### src/rtl/ps2_scan_decoder_if.sv
// Byte-in / event-out bus of the scan-code decoder.
//   rx_data, rx_ready, rx_overflow : byte stream from ps2_keyboard
//   rx_nextdata_n                  : active-low pop strobe back to ps2_keyboard
//   ev_valid, ev_ready             : event queue handshake
//   ev_code, ev_ext, ev_break      : head event fields
// master is the decoder's view; slave is the surrounding system's view.
interface ps2_scan_decoder_if;
   logic [7:0] rx_data;
   logic       rx_ready;
   logic       rx_overflow;
   logic       rx_nextdata_n;
   logic       ev_valid;
   logic       ev_ready;
   logic [7:0] ev_code;
   logic       ev_ext;
   logic       ev_break;

   modport master (
      input  rx_data, rx_ready, rx_overflow, ev_ready,
      output rx_nextdata_n, ev_valid, ev_code, ev_ext, ev_break
   );

   modport slave (
      output rx_data, rx_ready, rx_overflow, ev_ready,
      input  rx_nextdata_n, ev_valid, ev_code, ev_ext, ev_break
   );
endinterface

### src/rtl/ps2_scan_decoder.sv
// PS/2 scan-code decoder: turns raw bytes into key events by folding the
// E0 (extended) and F0 (break) prefixes, optionally drops typematic repeats,
// and queues events in a FIFO.
//   clk, rst     : clock, synchronous active-low reset
//   bus          : byte input, pop strobe and event handshake (master modport)
//   key_held     : a make is outstanding
//   held_code    : {ext,code} of the last accepted make
//   press_count  : accepted makes, wrapping
//   drop_count   : events lost to a full queue, saturating
//   err          : sticky error (rx_overflow or 00/FF byte)
//   clr_err      : clears err and drop_count, wins over a same-cycle set
module ps2_scan_decoder #(
   parameter int FIFO_DEPTH      = 8,
   parameter int CNT_W           = 8,
   parameter bit SUPPRESS_REPEAT = 1'b1
) (
   input  logic                 clk,
   input  logic                 rst,
   ps2_scan_decoder_if.master   bus,
   output logic                 key_held,
   output logic [8:0]           held_code,
   output logic [CNT_W-1:0]     press_count,
   output logic [CNT_W-1:0]     drop_count,
   output logic                 err,
   input  logic                 clr_err
);
   localparam int AW = $clog2(FIFO_DEPTH);

   typedef enum logic [1:0] {S_IDLE, S_E0, S_F0, S_E0F0} state_t;

   state_t           state_q, state_d;
   logic             rx_nextdata_n_q, rx_nextdata_n_d;
   logic             key_held_q, key_held_d;
   logic [8:0]       held_code_q, held_code_d;
   logic [CNT_W-1:0] press_count_q, press_count_d;
   logic [CNT_W-1:0] drop_count_q, drop_count_d;
   logic             err_q, err_d;
   logic [AW:0]      wr_ptr_q, wr_ptr_d;
   logic [AW:0]      rd_ptr_q, rd_ptr_d;
   logic [9:0]       mem_q [FIFO_DEPTH];
   logic [9:0]       mem_d [FIFO_DEPTH];

   logic accept, ev_gen, ev_is_ext, ev_is_brk, bad_byte;
   logic repeat_hit, push_req, pop, empty, full;

   always_comb begin
      state_d         = state_q;
      key_held_d      = key_held_q;
      held_code_d     = held_code_q;
      press_count_d   = press_count_q;
      drop_count_d    = drop_count_q;
      err_d           = err_q;
      wr_ptr_d        = wr_ptr_q;
      rd_ptr_d        = rd_ptr_q;
      mem_d           = mem_q;
      ev_gen          = 1'b0;
      ev_is_ext       = 1'b0;
      ev_is_brk       = 1'b0;
      bad_byte        = 1'b0;
      push_req        = 1'b0;

      // A byte is taken only while the strobe is idle, so the strobe is a
      // single-cycle low pulse and bytes arrive at most every other cycle.
      accept          = bus.rx_ready && rx_nextdata_n_q;
      rx_nextdata_n_d = !accept;

      empty = (wr_ptr_q == rd_ptr_q);
      full  = (wr_ptr_q[AW] != rd_ptr_q[AW]) &&
              (wr_ptr_q[AW-1:0] == rd_ptr_q[AW-1:0]);
      pop   = !empty && bus.ev_ready;

      if (accept) begin
         if (bus.rx_data == 8'hE0) begin
            state_d = S_E0;
         end else if (bus.rx_data == 8'hF0) begin
            case (state_q)
               S_IDLE:  state_d = S_F0;
               S_E0:    state_d = S_E0F0;
               default: state_d = state_q;
            endcase
         end else if (bus.rx_data == 8'h00 || bus.rx_data == 8'hFF) begin
            bad_byte = 1'b1;
            state_d  = S_IDLE;
         end else begin
            ev_gen    = 1'b1;
            ev_is_ext = (state_q == S_E0) || (state_q == S_E0F0);
            ev_is_brk = (state_q == S_F0) || (state_q == S_E0F0);
            state_d   = S_IDLE;
         end
      end

      repeat_hit = SUPPRESS_REPEAT && key_held_q &&
                   ({ev_is_ext, bus.rx_data} == held_code_q);

      if (ev_gen && !ev_is_brk) begin
         if (!repeat_hit) begin
            push_req      = 1'b1;
            key_held_d    = 1'b1;
            held_code_d   = {ev_is_ext, bus.rx_data};
            press_count_d = press_count_q + CNT_W'(1);
         end
      end else if (ev_gen) begin
         push_req = 1'b1;
         if ({ev_is_ext, bus.rx_data} == held_code_q) key_held_d = 1'b0;
      end

      if (pop) rd_ptr_d = rd_ptr_q + (AW+1)'(1);

      // A pop in the same cycle frees the slot, so a full queue still accepts.
      if (push_req) begin
         if (!full || pop) begin
            mem_d[wr_ptr_q[AW-1:0]] = {ev_is_ext, ev_is_brk, bus.rx_data};
            wr_ptr_d = wr_ptr_q + (AW+1)'(1);
         end else if (drop_count_q != '1) begin
            drop_count_d = drop_count_q + CNT_W'(1);
         end
      end

      if (clr_err) begin
         err_d        = 1'b0;
         drop_count_d = '0;
      end else if (bus.rx_overflow || bad_byte) begin
         err_d = 1'b1;
      end
   end

   always_ff @(posedge clk) begin
      if (!rst) begin
         state_q         <= S_IDLE;
         rx_nextdata_n_q <= 1'b1;
         key_held_q      <= 1'b0;
         held_code_q     <= '0;
         press_count_q   <= '0;
         drop_count_q    <= '0;
         err_q           <= 1'b0;
         wr_ptr_q        <= '0;
         rd_ptr_q        <= '0;
      end else begin
         state_q         <= state_d;
         rx_nextdata_n_q <= rx_nextdata_n_d;
         key_held_q      <= key_held_d;
         held_code_q     <= held_code_d;
         press_count_q   <= press_count_d;
         drop_count_q    <= drop_count_d;
         err_q           <= err_d;
         wr_ptr_q        <= wr_ptr_d;
         rd_ptr_q        <= rd_ptr_d;
      end
   end

   always_ff @(posedge clk) begin
      mem_q <= mem_d;
   end

   assign bus.rx_nextdata_n = rx_nextdata_n_q;
   assign bus.ev_valid      = !empty;
   assign bus.ev_code       = mem_q[rd_ptr_q[AW-1:0]][7:0];
   assign bus.ev_break      = mem_q[rd_ptr_q[AW-1:0]][8];
   assign bus.ev_ext        = mem_q[rd_ptr_q[AW-1:0]][9];
   assign key_held          = key_held_q;
   assign held_code         = held_code_q;
   assign press_count       = press_count_q;
   assign drop_count        = drop_count_q;
   assign err               = err_q;
endmodule
### src/flat_wrapper.sv
// flat-port wrapper written by rule: the top's interface ports become plain ports
module ps2_scan_decoder_flat 
#(
   parameter int FIFO_DEPTH      = 8,
   parameter int CNT_W           = 8,
   parameter bit SUPPRESS_REPEAT = 1'b1
)
  (clk, rst, key_held, held_code, press_count, drop_count, err, clr_err, bus_rx_data, bus_rx_ready, bus_rx_overflow, bus_ev_ready, bus_rx_nextdata_n, bus_ev_valid, bus_ev_code, bus_ev_ext, bus_ev_break);
  ps2_scan_decoder_if bus_i ();
  input  logic clk;
  input  logic rst;
  output logic key_held;
  output logic [8:0] held_code;
  output logic [CNT_W-1:0] press_count;
  output logic [CNT_W-1:0] drop_count;
  output logic err;
  input  logic clr_err;
  input wire logic [$bits(bus_i.rx_data)-1:0] bus_rx_data;
  input wire logic [$bits(bus_i.rx_ready)-1:0] bus_rx_ready;
  input wire logic [$bits(bus_i.rx_overflow)-1:0] bus_rx_overflow;
  input wire logic [$bits(bus_i.ev_ready)-1:0] bus_ev_ready;
  output wire logic [$bits(bus_i.rx_nextdata_n)-1:0] bus_rx_nextdata_n;
  output wire logic [$bits(bus_i.ev_valid)-1:0] bus_ev_valid;
  output wire logic [$bits(bus_i.ev_code)-1:0] bus_ev_code;
  output wire logic [$bits(bus_i.ev_ext)-1:0] bus_ev_ext;
  output wire logic [$bits(bus_i.ev_break)-1:0] bus_ev_break;
  assign bus_i.rx_data = bus_rx_data;
  assign bus_i.rx_ready = bus_rx_ready;
  assign bus_i.rx_overflow = bus_rx_overflow;
  assign bus_i.ev_ready = bus_ev_ready;
  assign bus_rx_nextdata_n = bus_i.rx_nextdata_n;
  assign bus_ev_valid = bus_i.ev_valid;
  assign bus_ev_code = bus_i.ev_code;
  assign bus_ev_ext = bus_i.ev_ext;
  assign bus_ev_break = bus_i.ev_break;
  ps2_scan_decoder #(.FIFO_DEPTH(FIFO_DEPTH), .CNT_W(CNT_W), .SUPPRESS_REPEAT(SUPPRESS_REPEAT)) u_core (.clk(clk), .rst(rst), .bus(bus_i), .key_held(key_held), .held_code(held_code), .press_count(press_count), .drop_count(drop_count), .err(err), .clr_err(clr_err));
endmodule
### config.mk
export PLATFORM = sky130hd
export DESIGN_NAME = ps2_scan_decoder_flat
export DESIGN_NICKNAME = d
export VERILOG_FILES = /design/src/rtl/ps2_scan_decoder_if.sv /design/src/rtl/ps2_scan_decoder.sv /design/src/flat_wrapper.sv
export SDC_FILE = /design/constraint.sdc
export NUM_CORES = 1
export LEC_CHECK = 0
export ABC_AREA = 0
export CAP_MARGIN = 5
export CORE_UTILIZATION = 55
export CTS_BUF_LIST = sky130_fd_sc_hd__clkbuf_16
export DETAILED_ROUTE_END_ITERATION = 16
export PLACE_DENSITY = 0.78
export SYNTH_ARGS = -nofsm -noshare
export SYNTH_HDL_FRONTEND = slang
export SYNTH_SLANG_ARGS = --single-unit
### constraint.sdc
create_clock -name clk -period 9.66 [get_ports clk]
set_input_delay 1.932 -clock clk [delete_from_list [all_inputs] [get_ports clk]]
set_output_delay 1.932 -clock clk [all_outputs]
set_load 0.01 [all_outputs]
== After elaboration in Yosys (flattened, before gate mapping) ==
Index checks and enable logic that the tools add are counted.

* Input port bits: 14
* Output and inout bits: 39
* Memory bits (read-only): 0
* Latch bits: 0
* Bits in writable memories: 0
* Flip-flop bits (word level): 118
* Memories kept: 0
* Logic and storage cells: 99

* Equality and inequality tests: 13
* Bitwise gates (word level): 5
* Multiplexer cells: 32
* $mul: 0
* Add/sub/neg operators: 4
* Reduce and logical (&&, ||, !) cells: 25
* Divide/modulo/power cells: 0
* Magnitude comparators: 3
* Shift-type cells: 0

{| class="wikitable"
|+ Operators with widths
! operator !! count
|-
| 80-bit bitwise mux || 1
|-
| 10-bit binary-select mux with 3-bit select || 1
|-
| 10-bit demux with 3-bit select || 1
|-
| 10-bit 2-to-1 mux || 3
|-
| 8-bit equality test, second input constant || 3
|-
| 1-bit 2-to-1 mux || 23
|-
| 8-bit by 1-bit adder with 8-bit output, second input constant || 2
|-
| 9-bit equality test || 1
|-
| 4-bit by 1-bit adder with 4-bit output, second input constant || 2
|-
| 4-bit greater-or-equal comparator, second input constant || 2
|-
| 8-bit zero test || 1
|-
| 8-bit inequality test, second input constant || 1
|-
| 3-bit NOT with 4-bit output || 2
|-
| 1-bit logical AND || 6
|-
| 2-bit AND reduction || 3
|-
| 3-bit AND reduction || 2
|-
| 1-bit logical OR || 5
|-
| 2-bit equality test, second input constant || 2
|-
| 4-bit equality test || 1
|-
| 1-bit zero test || 4
|-
| 4-bit by 1-bit < comparator with 1-bit output, second input constant || 1
|-
| 2-bit 2-to-1 mux || 2
|-
| 4-bit by 3-bit inequality test with 1-bit output, second input constant || 1
|-
| 2-bit case mux with 2 select lines || 1
|-
| 8 further kinds || 11
|}

== Longest topological paths before layout ==
Gate-level depths: netlist (run 1).

* Word-level depth: 11
* Gate-level depth with buffers: 8
* Depth with buffers taken out: 6

== Least setup slack after synthesis (run 1) ==
Ideal clock, no wire load.

* Path kind: input port to flip-flop
* Start point: input bus_rx_ready
* End point: register u_core.mem_q[30] (netlist bit), enable pin
* Buffers on the path: 1
* Cell stages on the path: 7
* Required time: 9268 ps
* Library setup time: 392 ps
* Arrival time: 3959 ps
* Setup slack: 5309 ps
* Cell sequence: and2_1 > o211ai_1 > a21boi_2 > buf_4 > nor3_1 > nand2_1 > nor3b_1

* Cells in the longest elaborated chain, start to end: 7
* Elaborated cells on any way between the ends: 12
* Classes of those cells: eq/ne: 1; mux: 6; reduce/logical: 5

{| class="wikitable"
|+ Ends and longest elaborated chain
! what !! RTL line !! RTL
|-
| start: declaration || flat_wrapper.sv:19 || <nowiki>input wire logic [$bits(bus_i.rx_ready)-1:0] bus_rx_ready;</nowiki>
|-
| 1-bit logical AND * || ps2_scan_decoder.sv:64 || <nowiki>accept = bus.rx_ready && rx_nextdata_n_q;</nowiki>
|-
| 1-bit 2-to-1 mux || ps2_scan_decoder.sv:72 || <nowiki>if (accept) begin</nowiki>
|-
| 9-bit equality test || ps2_scan_decoder.sv:93 || <nowiki>({ev_is_ext, bus.rx_data} == held_code_q);</nowiki>
|-
| 1-bit logical AND || ps2_scan_decoder.sv:92 || <nowiki>repeat_hit = SUPPRESS_REPEAT && key_held_q &&</nowiki>
|-
| 1-bit 2-to-1 mux || ps2_scan_decoder.sv:96 || <nowiki>if (!repeat_hit) begin</nowiki>
|-
| 1-bit 2-to-1 mux * || ps2_scan_decoder.sv:95 || <nowiki>if (ev_gen && !ev_is_brk) begin</nowiki>
|-
| 2-bit AND reduction (no source line) * || -- ||
|-
| end signal: assignment || ps2_scan_decoder.sv:152 || <nowiki>mem_q <= mem_d;</nowiki>
|-
| end: declaration || ps2_scan_decoder.sv:40 || <nowiki>logic [9:0] mem_q [FIFO_DEPTH];</nowiki>
|}

Every way passes the cells marked *; elsewhere a longest branch is shown, timed or not.
A chain may end at the register's enable or synchronous reset.

== Worst setup path in the final report (run 1) ==
* Start point: input bus_rx_data[0]
* End point: register u_core.mem_q[17] (netlist bit), enable pin

* Cells in the longest elaborated chain, start to end: 11
* Elaborated cells on any way between the ends: 25
* Classes of those cells: eq/ne: 4; mux: 15; reduce/logical: 6

{| class="wikitable"
|+ Ends and longest elaborated chain
! what !! RTL line !! RTL
|-
| start: declaration || flat_wrapper.sv:18 || <nowiki>input wire logic [$bits(bus_i.rx_data)-1:0] bus_rx_data;</nowiki>
|-
| 8-bit equality test or 8-bit zero test (tied branches) || ps2_scan_decoder.sv:81 || <nowiki>end else if (bus.rx_data == 8'h00 || bus.rx_data == 8'hFF) begin</nowiki>
|-
| 1-bit logical OR || ps2_scan_decoder.sv:81 ||
|-
| 1-bit 2-to-1 mux || ps2_scan_decoder.sv:81 ||
|-
| 1-bit 2-to-1 mux || ps2_scan_decoder.sv:75 || <nowiki>end else if (bus.rx_data == 8'hF0) begin</nowiki>
|-
| 1-bit 2-to-1 mux || ps2_scan_decoder.sv:73 || <nowiki>if (bus.rx_data == 8'hE0) begin</nowiki>
|-
| 1-bit 2-to-1 mux || ps2_scan_decoder.sv:72 ||
|-
| 9-bit equality test || ps2_scan_decoder.sv:93 ||
|-
| 1-bit logical AND || ps2_scan_decoder.sv:92 ||
|-
| 1-bit 2-to-1 mux || ps2_scan_decoder.sv:96 ||
|-
| 1-bit 2-to-1 mux * || ps2_scan_decoder.sv:95 ||
|-
| 2-bit AND reduction (no source line) * || -- ||
|}

Marked as above.

==> results of run 1 <==
## metrics by stage
stage	power [mW]	setup WS [ps]
finish	1.40	4920
floorplan	0.747	5310
CTS	1.41	4870
global route	1.45	4650
detailed placement	0.831	4440
global placement	0.826	4650
## final timing paths
kind | from | end | slack, ps
worst max-delay path | bus_rx_data[0] | u_core.mem_q[17] | 4920
worst min-delay path | u_core.wr_ptr_q[3] | u_core.wr_ptr_q[3] | 480
worst max register to register | u_core.rd_ptr_q[1] | u_core.mem_q[17] | 6420
worst min register to register | u_core.wr_ptr_q[3] | u_core.wr_ptr_q[3] | 480
## state kept, by name, summed over array words and instances, names as in the netlist
| signal | count |
|---|---|
| u_core.key_held | 1 |
| u_core.mem_q | 80 |
| u_core.bus.rx_nextdata_n | 1 |
| u_core.wr_ptr_q | 4 |
| u_core.press_count | 8 |
| u_core.drop_count | 8 |
| u_core.held_code | 9 |
| u_core.state_q | 2 |
| u_core.rd_ptr_q | 4 |
| u_core.err | 1 |
## cell families (layout without fill, tap and decap cells)
kind of cell	count (synthesis)	count (layout)	synth area share, %
xor gates and xnor gates	22	22	4.47
and+or+nand+nor	113	113	12.7
adders and majority gates	4	4	0.987
DFF	118	118	62.4
buffers and inverters	28	101	2.74
AOI/OAI and AO/OA	31	31	4.17
muxes	37	37	12.5
## per-layer routing
layer  vias up  track usage (%)  routed length [um]
met5         -                0                   0
met3        13             5.65                 554
met1      1513             28.2                4260
met4         0             9.44                 123
met2        95             39.4                5310
li1       1448                -                   -
## where the power goes
group	internal [mW]	leakage (nW)	switching [mW]
clock	0.353	0.264	0.225
sequential	0.565	1.05	0.0227
combinational	0.132	0.738	0.101
total	1.05	2.05	0.349
## cells in the mapped netlist (all sizes together), types with 9 or more instances
master	count	area share (%)
nand2	29	2.1
inv	9	0.67
edfxtp	80	47
dfxtp	38	15
mux4	20	8.9
nor2	16	1.2
clkbuf	9	0.69
nand3	18	1.9
mux2	10	2.2
o21ai	12	1.2
buf	10	1.4
xnor2	19	3.9
## critical path, stage by stage
cell             delay [ps]
clkdlybuf4s50_1         760
or4_4                   250
o211ai_1                 90
a21boi_2                250
nor3_1                  480
nand2_1                 200
nor2_1                  790
## layout make-up
type                            instances  share of cell area [%]
Sequential cell                       118                    50.7
Inverter                                9                   0.542
Multi-Input combinational cell        207                    28.3
Tap cell                              108                    2.17
Clock buffer                           17                    6.82
Clock inverter                         15                    2.15
Timing Repair Buffer                   60                    9.31
==> summary.md, run 1 <==
| Metric | Value |
|---|---|
| Vias in the first global route | 3094 |
| RSZ-0062 raised after global routing | false |
| Die extent in x | 98 um |
| N_diodes | 0 |
| Largest net degree at the start of global routing | 45 |
| Commonest cells after routing, fill and taps aside | edfxtp_1, clkdlybuf4s50_1, dfxtp_1, nand2_1, mux4_2 |
| DIE AREA | 9600 um^2 |
| Root buffer cell | clkbuf_16 |
| # clock sinks | 118 |
| Initial antenna violation count | 0 |
| H-tree lvl count | 4 |
| Final non-filler cell total | 534 |
| Worst hold slack | 484 ps |
| Static Leak | 2.05 nW |
| Std-Cell Core Area | 8810 um^2 |
| TritonCTS Buffers | 17 |
| DR iter-0 viols | 154 |
| CP Max Fanout | 12 |
| Hold depth | 2 |
| Number of synthesized flops with an enable pin | 80 |
| Worst hold path class | reg2reg |
| Slew Limit Fails | 0 |
| Finished Cell Area | 6240 um^2 |
| Asr flop ratio synth | 0% |
| Rows | 34 |
| VDD IR-drop max | 0.118 mV |
| Slew @ Worst Pin | 1140 ps |
| PD cells | 224 nW/um^2 |
| First-pass GRT wire length | 16200 um |
| Placer Congestion | 0.819 |
| Synth-to-layout area growth | 23.1% |
| Clock transition at path regs | 50 ps |
| Final Setup Violations | 0 |
| Failing checks | DRC |
| Port bufs | 52 |
| Yosys cell types | 54 |
| Critical path capture point type | flop |
| Post-Route Skew | 8.30 ps |
| Critical Path Start Type | input port |
| Hold buffer count at CTS | 0 |
| DPL Wire Length | 6430 um |
| GRT overflow | 0 |
| GRT Util Overall | 23.1% |
| Layout cells sized above 1 | 19.5% |
| Layout Utilization | 70.8% |
| Register Area | 3160 um^2 |
| Avg Inst Size Synth | 14.4 um^2 |
| Setup TNS | 0 ps |
| Placed Cells | 502 |
| Worst EP required | 9680 ps |
| Placed instance area | 5680 um^2 |
| Post-CTS Setup Inserts | 0 |
| Hold Fails Final Rpt | 0 |
| Post-CTS Resized | 0 |
| CP arrival | 4760 ps |
| Synth warnings | 0 |
| Antenna Nets Post-Route | 0 |
| Synth Cell Area | 5070 um^2 |
| Multi-input gate area | 1770 um^2 |
| Status | finished, violations left |
| Slew Limit Headroom | 23.6% |
| Reg2reg path depth | 6 |
| Most used DFF post-synth | edfxtp_1 |
| Routed WL | 10200 um |
| Skew-Pair Late Insertion Delay | 410 ps |
| CTS tree | yes |
| Net Count, Synth | 371 |
| Cells after Synth | 353 |
| Yosys reg bits | 118 |
| Final worst path period share | 49.0% |
| Clock Path Buffers | 2 |
| Commonest non-fill, non-tap cell in the layout | edfxtp_1 |
| Fin nets | 431 |
| Drt pass-1 iters | 10 |
| Die Ht | 98 um |
| Highest clock rate | 211 MHz |
| Wire per inst | 19.2 um |
| Io pins | 53 |
| Register area share after synthesis | 62.4% |
| DRC viols | 1 |
| DR vias/cell | 5.75 |
| # fillers | 607 |
| Tmin final | 4740 ps |
| DR vias | 3069 |
| Initial Util | 57.6% |
| Setup CP Type | in2reg |
| Max-Cap Viols | 0 |
No activity file was read; power rests on OpenSTA's default activity.
==> run 2, diff against run 1 <==
==> constraint.sdc (replaced) <==
create_clock -name clk -period 4.9 [get_ports clk]
set_input_delay 0.98 -clock clk [delete_from_list [all_inputs] [get_ports clk]]
set_output_delay 0.98 -clock clk [all_outputs]
set_load 0.01 [all_outputs]
==> summary.md, run 2 (synthesis gave the netlist of run 1 again) <==
| Metric | Value |
|---|---|
| Status | finished, violations left |
| Failing checks | DRC |
| Hold Fails Final Rpt | 0 (unchanged) |
| Commonest cells after routing, fill and taps aside | edfxtp_1, clkdlybuf4s50_1, dfxtp_1, nand2_1, mux4_2 |
| Max-Cap Viols | 0 (unchanged) |
| Root buffer cell | clkbuf_16 |
| Metal2 WL | 5210 um (-1.8%) |
| Skew-Pair Late Insertion Delay | 410 ps (about the same) |
| H-tree lvl count | 4 (unchanged) |
| Reg2reg end | u_core.mem_q[2] |
| Port bufs | 52 (unchanged) |
| DR vias | 3093 (+0.78%) |
| Vias in the first global route | 3186 (+3.0%) |
| # fillers | 594 (-2.1%) |
| DR vias/cell | 5.74 (-0.15%) |
| First-pass GRT wire length | 16700 um (+3.0%) |
| Static Leak | 2.08 nW (+1.5%) |
| FF-to-FF Start | u_core.rd_ptr_q[1] |
| Top Metal Used | met4 |
| Final Setup Violations | 0 (unchanged) |
| Worst hold path class | reg2reg |
| WHS Endpoint | u_core.err |
| VDD IR-drop max | 0.267 mV (+130%) |
| Initial antenna violation count | 0 (unchanged) |
| Placer Congestion | 0.818 (about the same) |
| Slew Limit Headroom | 31.6% (+8.0 points) |
| Layout Utilization | 71.5% (+0.63 points) |
| Post-CTS Resized | 0 (unchanged) |
| Commonest non-fill, non-tap cell in the layout | edfxtp_1 |
| Rows | 34 (unchanged) |
| Drt pass-1 iters | 10 (unchanged) |
| GRT overflow | 0 (unchanged) |
| DRT met1 WL | 4280 um (+0.42%) |
| Crit path buf inv count | 2 (+1) |
| CP Max Fanout | 13 (+1) |
| Crit path cell chain | buf_12 > mux4_2 > mux2_2 > clkdlybuf4s50_1 |
| Crit path max-delay cell type | dfxtp_1 |
| N_diodes | 0 (unchanged) |
| RSZ-0062 raised after global routing | false |
| Tot Pwr | 2.81 mW (+100%) |
| Initial Util | 57.6% (unchanged) |
| CTS tree | yes |
| GRT Util Overall | 23.8% (+0.73 points) |
| Post-CTS Setup Inserts | 0 (unchanged) |
| Wire per inst | 19.2 um (+0.11%) |
| Max FFs per register | 80 (unchanged) |
| Setup CP Type | reg2out |
| Die extent in x | 98 um (unchanged) |
| Critical path capture point type | output pin |
| Largest net degree at the start of global routing | 46 (+2.2%) |
| Clock Path Buffers | 2 (unchanged) |
| Final worst path period share | 78.0% |
| Layout cells sized above 1 | 19.5% (about the same) |
| Worst EP required | 3920 ps (-5760 ps) |
| Hold Path Origin | u_core.err |
| Crit path max-delay family | flip-flops |
| Setup TNS | 0 ps (unchanged) |
| DR iter-0 viols | 185 (+20%) |
| Flop-to-flop setup slack | 1900 ps (-4520 ps) |
| Synth-to-layout area growth | 24.2% |
| TritonCTS Buffers | 17 (unchanged) |
| Hold buffer count at CTS | 0 (unchanged) |
| Routed WL | 10400 um (+1.0%) |
| Hold depth | 2 (unchanged) |
| DRC viols | 2 (+1) |
| Placed instance area | 5730 um^2 (+0.88%) |
| Routed length on met3 | 665 um (+20%) |
| Critical Path Start Type | flop |
| Fin nets | 436 (+1.2%) |
| Slew Limit Fails | 0 (unchanged) |
| Std-Cell Core Area | 8810 um^2 (unchanged) |
| Clock transition at path regs | 50 ps (about the same) |
| DIE AREA | 9600 um^2 (unchanged) |
| Post-Route Skew | 9.39 ps (+1.09 ps) |
| Biggest register | u_core.mem_q |
| Slew @ Worst Pin | 1020 ps (-120 ps) |
| # clock sinks | 118 (unchanged) |
| PD cells | 446 nW/um^2 (+99%) |
| Antenna Nets Post-Route | 0 (unchanged) |
| Worst path max stage delay | 890 ps (+100 ps) |
| CP arrival | 2840 ps (-1920 ps) |
| Die Ht | 98 um (unchanged) |
| Tmin final | 3820 ps |
| Finished Cell Area | 6290 um^2 (+0.88%) |
| Reg2reg path depth | 6 (unchanged) |
| DPL Wire Length | 6480 um (+0.87%) |
| Highest clock rate | 262 MHz |
| Io pins | 53 (unchanged) |
[run 2: cell types whose count changed in the layout (fill, tap and decap cells not counted), moves of 2 or more]
cell | previous run | this run
buf_4 | 8 | 12
clkinv_4 | 5 | 1
clkinv_1 | 1 | 3
inv_1 | 9 | 11
clkinv_2 | 3 | 1
[run 2: tightest hold or removal path, cell delays in order (launching register included)]
cell,delay (ps)
dfxtp_1,320
a211oi_1,50
nor2_1,70
[run 2: layout make-up]
type	instances	area, um^2	area share (%)
flip-flops and latches	118	3160	50.3
clock buffers	17	425	6.76
repair buffers	65	631	10.0
multi-input cells	207	1770	28.1
clock inverters	15	139	2.21
well taps	108	135	2.15
inverters	9	33.8	0.537
[run 2: report_power, final]
part | leakage (nW) | internal (mW) | switching [mW]
registers | 1.05 | 1.11 | 0.0597
clock network | 0.266 | 0.738 | 0.433
logic | 0.766 | 0.272 | 0.191
[run 2: metrics by stage]
step | hold slack, ps | std cells | setup WS, ps
3_5_place_dp | 470 | 507 | 770
3_3_place_gp | 464 | 507 | 894
6_report | 481 | 539 | 1080
4_1_cts | 485 | 539 | 1020
5_1_grt | 507 | 539 | 891
2_1_floorplan | 455 | 353 | 1500
[run 2: how the worst max path moves through the flow]
| stage | start | endpoint | slack [ps] | depth (start not counted) |
|---|---|---|---|---|
| floorplan | bus_rx_ready | u_core.mem_q[30] | 1500 | 7 |
| global placement | bus_rx_data[4] | u_core.press_count[4] | 890 | 7 |
| detailed placement | bus_rx_data[4] | u_core.press_count[4] | 770 | 7 |
| CTS | u_core.rd_ptr_q[0] | bus_ev_code[6] | 1020 | 4 |
| global route | bus_rx_data[4] | u_core.press_count[4] | 890 | 7 |
| finish | u_core.rd_ptr_q[0] | bus_ev_code[6] | 1080 | 4 |
[run 2: metal layers]
| layer | up-vias | track usage [%] |
|---|---|---|
| met5 | - | 0 |
| met2 | 104 | 40.1 |
| met3 | 20 | 6.08 |
| li1 | 1464 | - |
| met1 | 1505 | 29.1 |
| met4 | 0 | 10.4 |
==> run 3, diff against run 2 <==
==> constraint.sdc (replaced) <==
create_clock -name clk -period 4 [get_ports clk]
set_input_delay 0.8 -clock clk [delete_from_list [all_inputs] [get_ports clk]]
set_output_delay 0.8 -clock clk [all_outputs]
set_load 0.01 [all_outputs]
==> summary.md, run 3 (synthesis gave the netlist of run 1 again) <==
| Metric | Value |
|---|---|
| Drt pass-1 iters | 11 (+1) |
| Critical Path Start Type | input port |
| Synth-to-layout area growth | 25.3% |
| GRT overflow | 0 (unchanged) |
| Hold Path Origin | u_core.press_count[7] |
| DRC viols | 1 (-1) |
| Worst setup path startpoint | bus_rx_data[2] |
| Placer Congestion | 0.761 (-7.0%) |
| H-tree lvl count | 4 (unchanged) |
| Std-Cell Core Area | 8810 um^2 (unchanged) |
| Final worst path period share | 88.9% |
| Rows | 34 (unchanged) |
| Die Ht | 98 um (unchanged) |
| Post-Route Skew | 7.88 ps (-1.51 ps) |
| Initial Util | 57.6% (unchanged) |
| Max FFs per register | 80 (unchanged) |
| Tmin final | 3560 ps |
| Fin nets | 440 (+0.92%) |
| FF-to-FF Start | u_core.rd_ptr_q[1] |
| DPL Wire Length | 6500 um (+0.19%) |
| VDD IR-drop max | 0.372 mV (+39%) |
| DIE AREA | 9600 um^2 (unchanged) |
| Skew-Pair Late Insertion Delay | 410 ps (about the same) |
| Worst hold slack | 487 ps (+6.18 ps) |
| PD cells | 553 nW/um^2 (+24%) |
| Largest net degree at the start of global routing | 45 (-2.2%) |
| Layout cells sized above 1 | 21.4% (+1.9 points) |
| DR vias | 3177 (+2.7%) |
| # clock sinks | 118 (unchanged) |
| Static Leak | 2.11 nW (+1.4%) |
| CP Max Fanout | 12 (-1) |
| Worst hold path class | reg2reg |
| GRT Util Overall | 24.2% (+0.42 points) |
| Tot Pwr | 3.51 mW (+25%) |
| Commonest non-fill, non-tap cell in the layout | edfxtp_1 |
| Placed Cells | 511 (+0.79%) |
| Critical path capture point type | flop |
| DR vias/cell | 5.85 (+2.0%) |
| TritonCTS Buffers | 17 (unchanged) |
| Setup CP Type | in2reg |
| CTS tree | yes |
| Biggest register | u_core.mem_q |
| Post-CTS Setup Inserts | 0 (unchanged) |
| Slew Limit Headroom | 35.8% (+4.2 points) |
| Reg2reg path depth | 7 (+1) |
| Worst EP required | 4030 ps (+110 ps) |
| Hold buffer count at CTS | 0 (unchanged) |
| Max-Cap Viols | 0 (unchanged) |
| Setup TNS | 0 ps (unchanged) |
| Io pins | 53 (unchanged) |
| DR iter-0 viols | 175 (-5.4%) |
| Hold Fails Final Rpt | 0 (unchanged) |
| CP arrival | 3580 ps (+740 ps) |
| Clock Path Buffers | 2 (unchanged) |
| Wire per inst | 19.4 um (+1.2%) |
| Die extent in x | 98 um (unchanged) |
| N_diodes | 0 (unchanged) |
| Slew Limit Fails | 0 (unchanged) |
| Initial antenna violation count | 0 (unchanged) |
| Status | finished, violations left |
| Slew @ Worst Pin | 959 ps (-65.0 ps) |
| Commonest cells after routing, fill and taps aside | edfxtp_1, clkdlybuf4s50_1, dfxtp_1, nand2_1, mux4_2 |
| Final Setup Violations | 0 (unchanged) |
| Highest clock rate | 281 MHz |
| Clock transition at path regs | 50 ps (about the same) |
| RSZ-0062 raised after global routing | false |
| Routed WL | 10600 um (+2.0%) |
| Final non-filler cell total | 543 (+0.74%) |
| Failing checks | DRC |
| First-pass GRT wire length | 17200 um (+3.3%) |
| Antenna Nets Post-Route | 0 (unchanged) |
| Post-CTS Resized | 0 (unchanged) |
| Root buffer cell | clkbuf_16 |
| Placed instance area | 5760 um^2 (+0.52%) |
| Finished Cell Area | 6350 um^2 (+0.93%) |
| Hold depth | 2 (unchanged) |
| Vias in the first global route | 3372 (+5.8%) |
| Port bufs | 52 (unchanged) |
==> run 3: changes by cell type in the layout (fill, tap and decap cells not counted), moves of 2 or more <==
cell,delta
inv_1,-2
clkinv_1,-3
inv_6,+4
buf_4,+4
==> run 3: area by class of cell <==
| cell class | count | area [um^2] |
|---|---|---|
| clock buffer | 17 | 425 |
| clock inverter | 15 | 168 |
| fill | 554 | 2450 |
| inverter | 9 | 33.8 |
| multi-input combinational | 207 | 1770 |
| sequential | 118 | 3160 |
| tap | 108 | 135 |
| timing repair buffer | 69 | 661 |
==> run 3: worst paths after layout <==
check	to	slack [ps]
setup / recovery	u_core.mem_q[17]	440
hold / removal	u_core.press_count[7]	490
setup reg to reg	u_core.mem_q[17]	1180
hold reg to reg	u_core.press_count[7]	490
==> run 3: per-stage QoR <==
stage / util [%] / setup WS, ps
6_report: 72.1 / 444
3_3_place_gp: 65.4 / 308
5_1_grt: 72.1 / 277
2_1_floorplan: - / 781
4_1_cts: 72.1 / 458
3_5_place_dp: 65.4 / 97.2
==> run 3: critical path, cell delays in order <==
cell and delay (ps):
clkdlybuf4s50_1 750, or4_4 240, o211ai_1 110, a21boi_2 200, nor3_1 500, nand2_1 200, nor2_1 770
==> run 3: report_power, final <==
part	switching (mW)	internal, mW	leakage [nW]
Clock	0.574	0.929	0.275
Combinational	0.271	0.335	0.786
Sequential	0.0419	1.36	1.05
==> run 3: routing by layer <==
metal	track usage, %	routed length, um
met1	28.6	4250
met2	41.4	5490
met3	6.73	622
met4	10.8	196
met5	0	0
